$ cat src/rtl/mem_pkg.sv
// Shared types for the read-modify-write memory controller: access sizes,
// controller states and the latched request payload.
package mem_pkg;

  localparam int unsigned XLEN  = 64;
  localparam int unsigned CNT_W = 2;

  typedef enum logic [1:0] {
    SZ_B = 2'b00,
    SZ_H = 2'b01,
    SZ_W = 2'b10,
    SZ_D = 2'b11
  } size_e;

  typedef enum logic [1:0] {
    IDLE  = 2'b00,
    READ  = 2'b01,
    WRITE = 2'b10,
    RESP  = 2'b11
  } state_e;

  typedef struct packed {
    logic            we;
    size_e           size;
    logic            uns;
    logic [XLEN-1:0] addr;
    logic [XLEN-1:0] wdata;
  } req_t;

endpackage

$ cat src/rtl/mem_byte_lane.sv
// Byte-lane datapath: extends the low bytes of a load sample and merges
// store bytes into the sampled memory word.
module mem_byte_lane
  import mem_pkg::*;
(
  input  size_e           size_i,
  input  logic            unsigned_i,
  input  logic [XLEN-1:0] sample_i,
  input  logic [XLEN-1:0] wdata_i,
  output logic [XLEN-1:0] load_ext_o,
  output logic [XLEN-1:0] store_merged_o
);

  logic sext_c;

  always_comb begin
    load_ext_o     = sample_i;
    store_merged_o = wdata_i;
    sext_c         = 1'b0;
    case (size_i)
      SZ_B: begin
        sext_c         = ~unsigned_i & sample_i[7];
        load_ext_o     = {{56{sext_c}}, sample_i[7:0]};
        store_merged_o = {sample_i[63:8], wdata_i[7:0]};
      end
      SZ_H: begin
        sext_c         = ~unsigned_i & sample_i[15];
        load_ext_o     = {{48{sext_c}}, sample_i[15:0]};
        store_merged_o = {sample_i[63:16], wdata_i[15:0]};
      end
      SZ_W: begin
        sext_c         = ~unsigned_i & sample_i[31];
        load_ext_o     = {{32{sext_c}}, sample_i[31:0]};
        store_merged_o = {sample_i[63:32], wdata_i[31:0]};
      end
      default: begin
        // Double: full sample on loads, full store data on stores.
        load_ext_o     = sample_i;
        store_merged_o = wdata_i;
      end
    endcase
  end

endmodule

$ cat src/rtl/mem_rmw_ctrl.sv
// Single-outstanding load/store controller for a 64-bit byte-banked memory;
// sub-double stores are done as read-modify-write.
module mem_rmw_ctrl
  import mem_pkg::*;
#(
  parameter int unsigned READ_LAT = 1
) (
  input  logic            Clk,
  input  logic            Reset,
  input  logic            req_valid,
  output logic            req_ready,
  input  logic            req_we,
  input  logic [1:0]      req_size,
  input  logic            req_unsigned,
  input  logic [XLEN-1:0] req_addr,
  input  logic [XLEN-1:0] req_wdata,
  output logic            rsp_valid,
  output logic [XLEN-1:0] rsp_rdata,
  output logic [XLEN-1:0] mem_raddress,
  output logic [XLEN-1:0] mem_waddress,
  output logic [XLEN-1:0] mem_Datain,
  input  logic [XLEN-1:0] mem_Dataout,
  output logic            mem_Wr
);

  localparam logic [CNT_W-1:0] LAT_LAST = CNT_W'(READ_LAT);

  state_e           state_q, state_d;
  logic [CNT_W-1:0] cnt_q, cnt_d;
  req_t             lat_q, lat_d;
  logic             ready_q, ready_d;
  logic             rsp_valid_q, rsp_valid_d;
  logic             wr_q, wr_d;
  logic [XLEN-1:0]  rdata_q, rdata_d;
  logic [XLEN-1:0]  datain_q, datain_d;
  logic [XLEN-1:0]  load_ext_c, store_merged_c;
  logic             accept_c;

  assign accept_c = (state_q == IDLE) && req_valid;

  mem_byte_lane u_lane (
    .size_i        (lat_q.size),
    .unsigned_i    (lat_q.uns),
    .sample_i      (mem_Dataout),
    .wdata_i       (lat_q.wdata),
    .load_ext_o    (load_ext_c),
    .store_merged_o(store_merged_c)
  );

  // State register and READ-phase counter
  always_ff @(posedge Clk) begin
    if (Reset) begin
      state_q <= IDLE;
      cnt_q   <= '0;
    end else begin
      state_q <= state_d;
      cnt_q   <= cnt_d;
    end
  end

  // Next-state logic
  always_comb begin
    state_d = state_q;
    cnt_d   = cnt_q;
    case (state_q)
      IDLE: begin
        if (req_valid) begin
          state_d = (req_we && (size_e'(req_size) == SZ_D)) ? WRITE : READ;
          cnt_d   = '0;
        end
      end
      READ: begin
        if (cnt_q == LAT_LAST) begin
          state_d = lat_q.we ? WRITE : RESP;
        end else begin
          cnt_d = cnt_q + CNT_W'(1);
        end
      end
      WRITE:   state_d = RESP;
      RESP:    state_d = IDLE;
      default: state_d = IDLE;
    endcase
  end

  // Output and request-latch next values, aligned with the next state
  always_comb begin
    lat_d       = lat_q;
    ready_d     = (state_d == IDLE);
    rsp_valid_d = (state_d == RESP);
    wr_d        = (state_d == WRITE);
    datain_d    = '0;
    rdata_d     = '0;
    if (accept_c) begin
      lat_d.we    = req_we;
      lat_d.size  = size_e'(req_size);
      lat_d.uns   = req_unsigned;
      lat_d.addr  = req_addr;
      lat_d.wdata = req_wdata;
    end
    if (state_d == WRITE) begin
      // A double store comes straight from IDLE with the live store data.
      datain_d = (state_q == IDLE) ? req_wdata : store_merged_c;
    end
    if ((state_d == RESP) && (state_q == READ)) begin
      rdata_d = load_ext_c;
    end
  end

  always_ff @(posedge Clk) begin
    if (Reset) begin
      lat_q       <= '0;
      ready_q     <= 1'b1;
      rsp_valid_q <= 1'b0;
      wr_q        <= 1'b0;
      rdata_q     <= '0;
      datain_q    <= '0;
    end else begin
      lat_q       <= lat_d;
      ready_q     <= ready_d;
      rsp_valid_q <= rsp_valid_d;
      wr_q        <= wr_d;
      rdata_q     <= rdata_d;
      datain_q    <= datain_d;
    end
  end

  assign req_ready    = ready_q;
  assign rsp_valid    = rsp_valid_q;
  assign rsp_rdata    = rdata_q;
  assign mem_raddress = lat_q.addr;
  assign mem_waddress = lat_q.addr;
  assign mem_Datain   = datain_q;
  // A reset landing on the WRITE cycle must not reach the memory.
  assign mem_Wr       = wr_q & ~Reset;

endmodule

$ cat config.mk
export PLATFORM = sky130hd
export DESIGN_NAME = mem_rmw_ctrl
export DESIGN_NICKNAME = d
export VERILOG_FILES = /design/src/rtl/mem_pkg.sv /design/src/rtl/mem_byte_lane.sv /design/src/rtl/mem_rmw_ctrl.sv
export SDC_FILE = /design/constraint.sdc
export NUM_CORES = 1
export LEC_CHECK = 0
export ABC_AREA = 1
export CAP_MARGIN = 20
export CORE_AREA = 5 5 176 178
export CTS_BUF_LIST = sky130_fd_sc_hd__clkbuf_8
export DETAILED_ROUTE_END_ITERATION = 6
export DIE_AREA = 0 0 181 183
export GPL_TIMING_DRIVEN = 0
export HOLD_SLACK_MARGIN = 0.06
export PLACE_DENSITY = 0.68
export SKIP_LAST_GASP = 1
export SLEW_MARGIN = 25
export SYNTH_ARGS = -nofsm -noshare
export SYNTH_HDL_FRONTEND = slang
export SYNTH_SLANG_ARGS = --single-unit
$ cat constraint.sdc
create_clock -name Clk -period 3.5 [get_ports Clk]
set_input_delay 0.875 -clock Clk [delete_from_list [all_inputs] [get_ports Clk]]
set_output_delay 0.875 -clock Clk [all_outputs]
set_load 0.02 [all_outputs]
==> metrics.cfg, run 1 <==
[layout]
fin_nets = 2069
layout_common_cells = clkdlybuf4s50_1 (457), nor2_1 (358), dfxtp_1 (267)
finish.instance_area_mm2 = 0.0167
fin_cells = 2281
syn_to_final_growth_pct = 54.5
final_common_cell = clkdlybuf4s50_1
final_layout_size_suffix_gt1_frac = 0.168
n_antenna_cell = 0
seqCellArea_mm2 = 0.00535
num-fill-cells = 2723
multi_input_area_mm2 = 0.00384

[cts]
cts_resized = 0
cts_buffer_depth = 3
cts_setup_buffers = 0
cts_buffers = 46
cts_tree = yes
clkLatencyLatePin_ns = 0.56
cts.sinks = 267
clock-root-buffer = clkbuf_8
cts.clk_slew.worst_paths_ns = 0.05
hold_buffers = 0
h-tree-depth = 2

[logic_synthesis]
synthFlopType = dfxtp_1
ys_warn_count = 0
syn-num-nets = 1564
seq_area_frac_synth = 0.495
synthMuxAreaShare = 0
synth-async-reset-ratio = 0
synth_xor_area_frac = 0
synth-seq-cells = 267
yosys.area_share.simple = 0.197
syn_area_per_cell_um2 = 7.92
synth.distinct_cells = 26
synth-compound-area-share = 0.157
yosys.area.top_type = dfxtp_1
synthTopCellsByArea = dfxtp_1 (49%), nor2_1 (12%), o21ai_0 (11%)
synth_top_area_frac = 0.495
synth_top_family_by_area = simple AND/OR/NAND/NOR gates
syn_area_mm2 = 0.0108
synthAdderAreaFrac = 0.00116
postSynthCellCount = 1364
synth-edff-count = 0

[timing]
fin_tns_setup_ns = 0
drv_slew = 0
hold_viol = 0
fmax_ghz = 0.336
relSlewSlack = 0.463
tightest_slew_ns = 0.805
setup_viol = 0
skew_ns = 0.0352
finalCritPeriodShare = 0.851
rsz0062_at_grt = false
min_period_ns = 2.98

[critical_path]
worstSetupPathType = primary input to output port
worstPathRequired_ns = 2.62
cp_max_fo = 3
cp_slowest_cell = clkdlybuf4s50_1
cp-end-kind = output port
crit_path_start = Reset
crit_path_end = mem_Wr
worstPathCellList = clkdlybuf4s50_1 -> nor2_1 -> clkdlybuf4s50_1
ff2ff_path_depth = 8
reg2reg_from = lat_q[130]
critPathArrivalTime_ns = 2.10
reg2reg_to = mem_Datain[55]
cp_common_cell = clkdlybuf4s50_1
critPathMaxStageDelay_ns = 0.65
cp.depth = 3
r2r_slack_ns = 1.64
critical-path-top-delay-family = buffers and inverters
start_kind = primary input
worst-path-buf-inv = 2

[route]
topRoutingLayerUsed = met5
detail_route.wirelength.met1_um = 16100
wl_um = 39500
first_iter_violations = 546
dr_wl_met3_um = 2970
wl_met2_um = 19600
avgViaCountPerCell = 4.62
num_vias = 10500
wl_per_cell_um = 17.3
drc_errors = 0
first_pass_iters = 5
detail-route-antenna-nets = 0

[placement]
placed_cell_area_mm2 = 0.0159
place_inst = 2211
portBuffers = 457
dp_hpwl_um = 30800
finalWeightedCongestion = 0.866

[grt]
grt-ovfl-total = 0
antenna_found_initial = 1
grt_pass1_wl_um = 59900
grt_pass1_vias = 10400
grt_max_degree = 13
track_usage = 0.228

[hold_path]
hp-class = flop to flop

[floorplan]
io_pins = 458
initial_core_util = 0.369
die-area_mm2 = 0.0331
rows = 63
die_w_um = 181
fp.dieH_um = 183
core_mm2 = 0.0292

[outcome]
status = completed

[power_and_ir_drop]
leakagePower_uw = 0.00688
vdd_ir_drop_max_mv = 0.312
p_per_area_mw_per_mm2 = 488

[run]
drv_cap = 0

power by group:
group | internal [uW] | switching, uW | total [uW]
combinational | 1010 | 1150 | 2150
sequential | 3260 | 130 | 3390
clock | 1400 | 1210 | 2610
total | 5660 | 2480 | 8140
cells in the mapped netlist, types with 12 or more instances:
library cell / n
a21oi_1: 93
buf_2: 31
buf_4: 129
buf_6: 12
clkbuf_1: 40
dfxtp_1: 267
inv_1: 46
nand2_1: 43
nor2_1: 358
nor2_2: 72
o21ai_0: 231
o21ai_1: 15
tightest hold or removal path, stage by stage, from the launching register on:
cell     delay [ns]
dfxtp_1        0.30
inv_1          0.06
a21oi_1        0.05
registers in the layout, summed over array words and instances, names as in the netlist:
signal,count
req_ready,1
lat_q,68
rsp_valid,1
cnt_q,2
mem_raddress,64
rsp_rdata,64
wr_q,1
state_q,2
mem_Datain,64
stage by stage:
stage,total power (uW),hold slack (ns),utilization,worst slack (ns)
2_1_floorplan,4660,0.429,-,1.46
5_1_grt,8610,0.469,0.571,0.488
3_5_place_dp,5610,0.445,0.543,0.325
4_1_cts,8240,0.454,0.571,0.520
6_report,8140,0.453,0.571,0.522
3_3_place_gp,5570,0.439,0.543,0.350
kinds of logic after synthesis:
kind of cell	Yosys count
buffers and inverters	267
AOI/OAI and AO/OA	339
adders and majority gates	1
and+or+nand+nor	490
DFF	267
how the worst min path moves through the flow:
stage	from	end	slack, ns	cells after the start
after floorplan	cnt_q[0]	cnt_q[0]	0.43	1
after global routing	lat_q[31]	lat_q[31]	0.47	2
final	lat_q[24]	lat_q[24]	0.45	2
after global placement	lat_q[22]	lat_q[22]	0.44	2
after CTS	lat_q[24]	lat_q[24]	0.45	2
after detailed placement	lat_q[24]	lat_q[24]	0.44	2
final cells by class:
class,count,share of cell area
multi-input cells,830,0.230
inverters,52,0.0120
flip-flops and latches,267,0.320
clock inverters,15,0.00412
repair buffers,457,0.274
clock buffers,55,0.0454
well taps,390,0.0292
plain buffers,215,0.0852
layer usage:
| metal | track usage | vias up |
|---|---|---|
| met1 | 0.273 | 4851 |
| met2 | 0.404 | 375 |
| met5 | 0 | - |
| li1 | - | 5244 |
| met3 | 0.0629 | 60 |
| met4 | 0.0618 | 2 |
(Power assumes the default switching activity.)
==> run 2, diff against run 1 <==
CORE_AREA = 2 2 178 180   (was 5 5 176 178)
DIE_AREA = 0 0 180 182   (was 0 0 181 183)
PLACE_DENSITY = 0.65   (was 0.68)
==> metrics.cfg, run 2 (same netlist as run 1, synthesis figures left out) <==
[outcome]
status = completed

[route]
first_iter_violations = 516
first_pass_iters = 5
wl_per_cell_um = 16.8
num_vias = 10500
avgViaCountPerCell = 4.55
wl_um = 38700
drc_errors = 0
detail-route-antenna-nets = 0

[grt]
antenna_found_initial = 3
grt_pass1_vias = 10000
grt-ovfl-total = 0
grt_max_degree = 13
track_usage = 0.228
grt_pass1_wl_um = 58400

[power_and_ir_drop]
p_int_uw = 5860
vdd_ir_drop_max_mv = 0.284
pwr-share-seq = 0.402
pwr-share-clk = 0.343
p_total_uw = 8420
p_switching_uw = 2570
p_per_area_mw_per_mm2 = 500
leakagePower_uw = 0.00693
sw_frac_of_total = 0.305
combPwrFrac = 0.255

[critical_path]
cp-end-kind = output port
worstPathRequired_ns = 2.62
r2r_slack_ns = 1.67
critPathArrivalTime_ns = 2.12
cp_max_fo = 3
worstSetupPathType = primary input to output port
start_kind = primary input
critPathMaxStageDelay_ns = 0.64
ff2ff_path_depth = 7
worstPathCellList = clkdlybuf4s50_1 -> nor2_1 -> clkdlybuf4s50_1
reg2reg_from = lat_q[130]
cp_common_cell = clkdlybuf4s50_1
cp_slowest_cell = clkdlybuf4s50_1
reg2reg_to = rsp_rdata[57]

[hold_path]
hold_start = lat_q[17]
hold_path_depth = 2
hold_end = lat_q[17]
hp-class = flop to flop

[cts]
cts_resized = 0
cts.sinks = 267
cts_tree = yes
h-tree-depth = 2
hold_buffers = 0
clock-root-buffer = clkbuf_8
cts.clk_slew.worst_paths_ns = 0.06
cts_setup_buffers = 0
cts_buffers = 47
cts_buffer_depth = 3
clkLatencyLatePin_ns = 0.56

[layout]
num-fill-cells = 2942
final_layout_size_suffix_gt1_frac = 0.175
fin_cells = 2306
top_register = lat_q
largest_reg_flops = 68
layout_common_cells = clkdlybuf4s50_1 (457), nor2_1 (358), dfxtp_1 (267)
final_common_cell = clkdlybuf4s50_1
finish.utilization = 0.543
fin_nets = 2070
syn_to_final_growth_pct = 55.9

[placement]
portBuffers = 457
dp_hpwl_um = 29700
finalWeightedCongestion = 0.832
place_inst = 2223

[timing]
whs_ns = 0.454
setup_viol = 0
tightest_slew_ns = 0.732
hold_viol = 0
min_period_ns = 2.99
fmax_ghz = 0.334
rsz0062_at_grt = false
drv_slew = 0
finalCritPeriodShare = 0.855
relSlewSlack = 0.512
fin_tns_setup_ns = 0
skew_ns = 0.0159

[floorplan]
die-area_mm2 = 0.0328
die_w_um = 180
initial_core_util = 0.349
rows = 65
core_mm2 = 0.0310
io_pins = 458
fp.dieH_um = 182

[run]
drv_cap = 0

[run 2: layout make-up]
class | count | area (um2) | share of cell area
plain buffers | 215 | 1420 | 0.0844
clock buffers | 63 | 867 | 0.0515
well taps | 402 | 503 | 0.0299
flip-flops and latches | 267 | 5350 | 0.317
diodes | 2 | 5.00 | 0.000297
multi-input cells | 830 | 3840 | 0.228
clock inverters | 18 | 86.3 | 0.00513
inverters | 52 | 200 | 0.0119
repair buffers | 457 | 4570 | 0.272
[run 2: worst max-delay path by stage]
stage                     startpoint         endpoint  slack, ns  cells past startpoint
after global placement         Reset  mem_raddress[0]       0.41                      6
after detailed placement       Reset  mem_raddress[0]       0.39                      6
after CTS                      Reset           mem_Wr       0.49                      3
final                          Reset           mem_Wr       0.51                      3
after floorplan                Reset           mem_Wr       1.46                      1
after global routing           Reset           mem_Wr       0.45                      3
[run 2: layer usage]
| layer | GRT usage | wire [um] | up-vias | part of all wire |
|---|---|---|---|---|
| met3 | 0.0564 | 2590 | 57 | 0.067 |
| li1 | - | - | 5259 | - |
| met2 | 0.395 | 18800 | 360 | 0.49 |
| met1 | 0.279 | 16400 | 4823 | 0.42 |
| met4 | 0.0667 | 833 | 2 | 0.022 |
| met5 | 0 | 13 | - | 0.00034 |
[run 2: per-stage QoR]
stage	cell area (um2)	setup slack (ns)
2_1_floorplan	10800	1.46
3_3_place_gp	15900	0.411
3_5_place_dp	15900	0.386
4_1_cts	16800	0.489
5_1_grt	16800	0.449
6_report	16800	0.506
[run 2: power groups by stage]
stage / registers (uW) / clock network (uW) / logic [uW]
after floorplan: 3450 / 0 / 1210
after CTS: 3390 / 2970 / 2160
after detailed placement: 3450 / 0 / 2150
final: 3390 / 2890 / 2140
after global routing: 3410 / 3090 / 2340
after global placement: 3450 / 0 / 2120
[run 2: worst max-delay path, delay by kind of cell]
| kind | cells | cell delay [ns] |
|---|---|---|
| and+or+nand+nor | 1 | 0.13 |
| buffers and inverters | 2 | 1.11 |
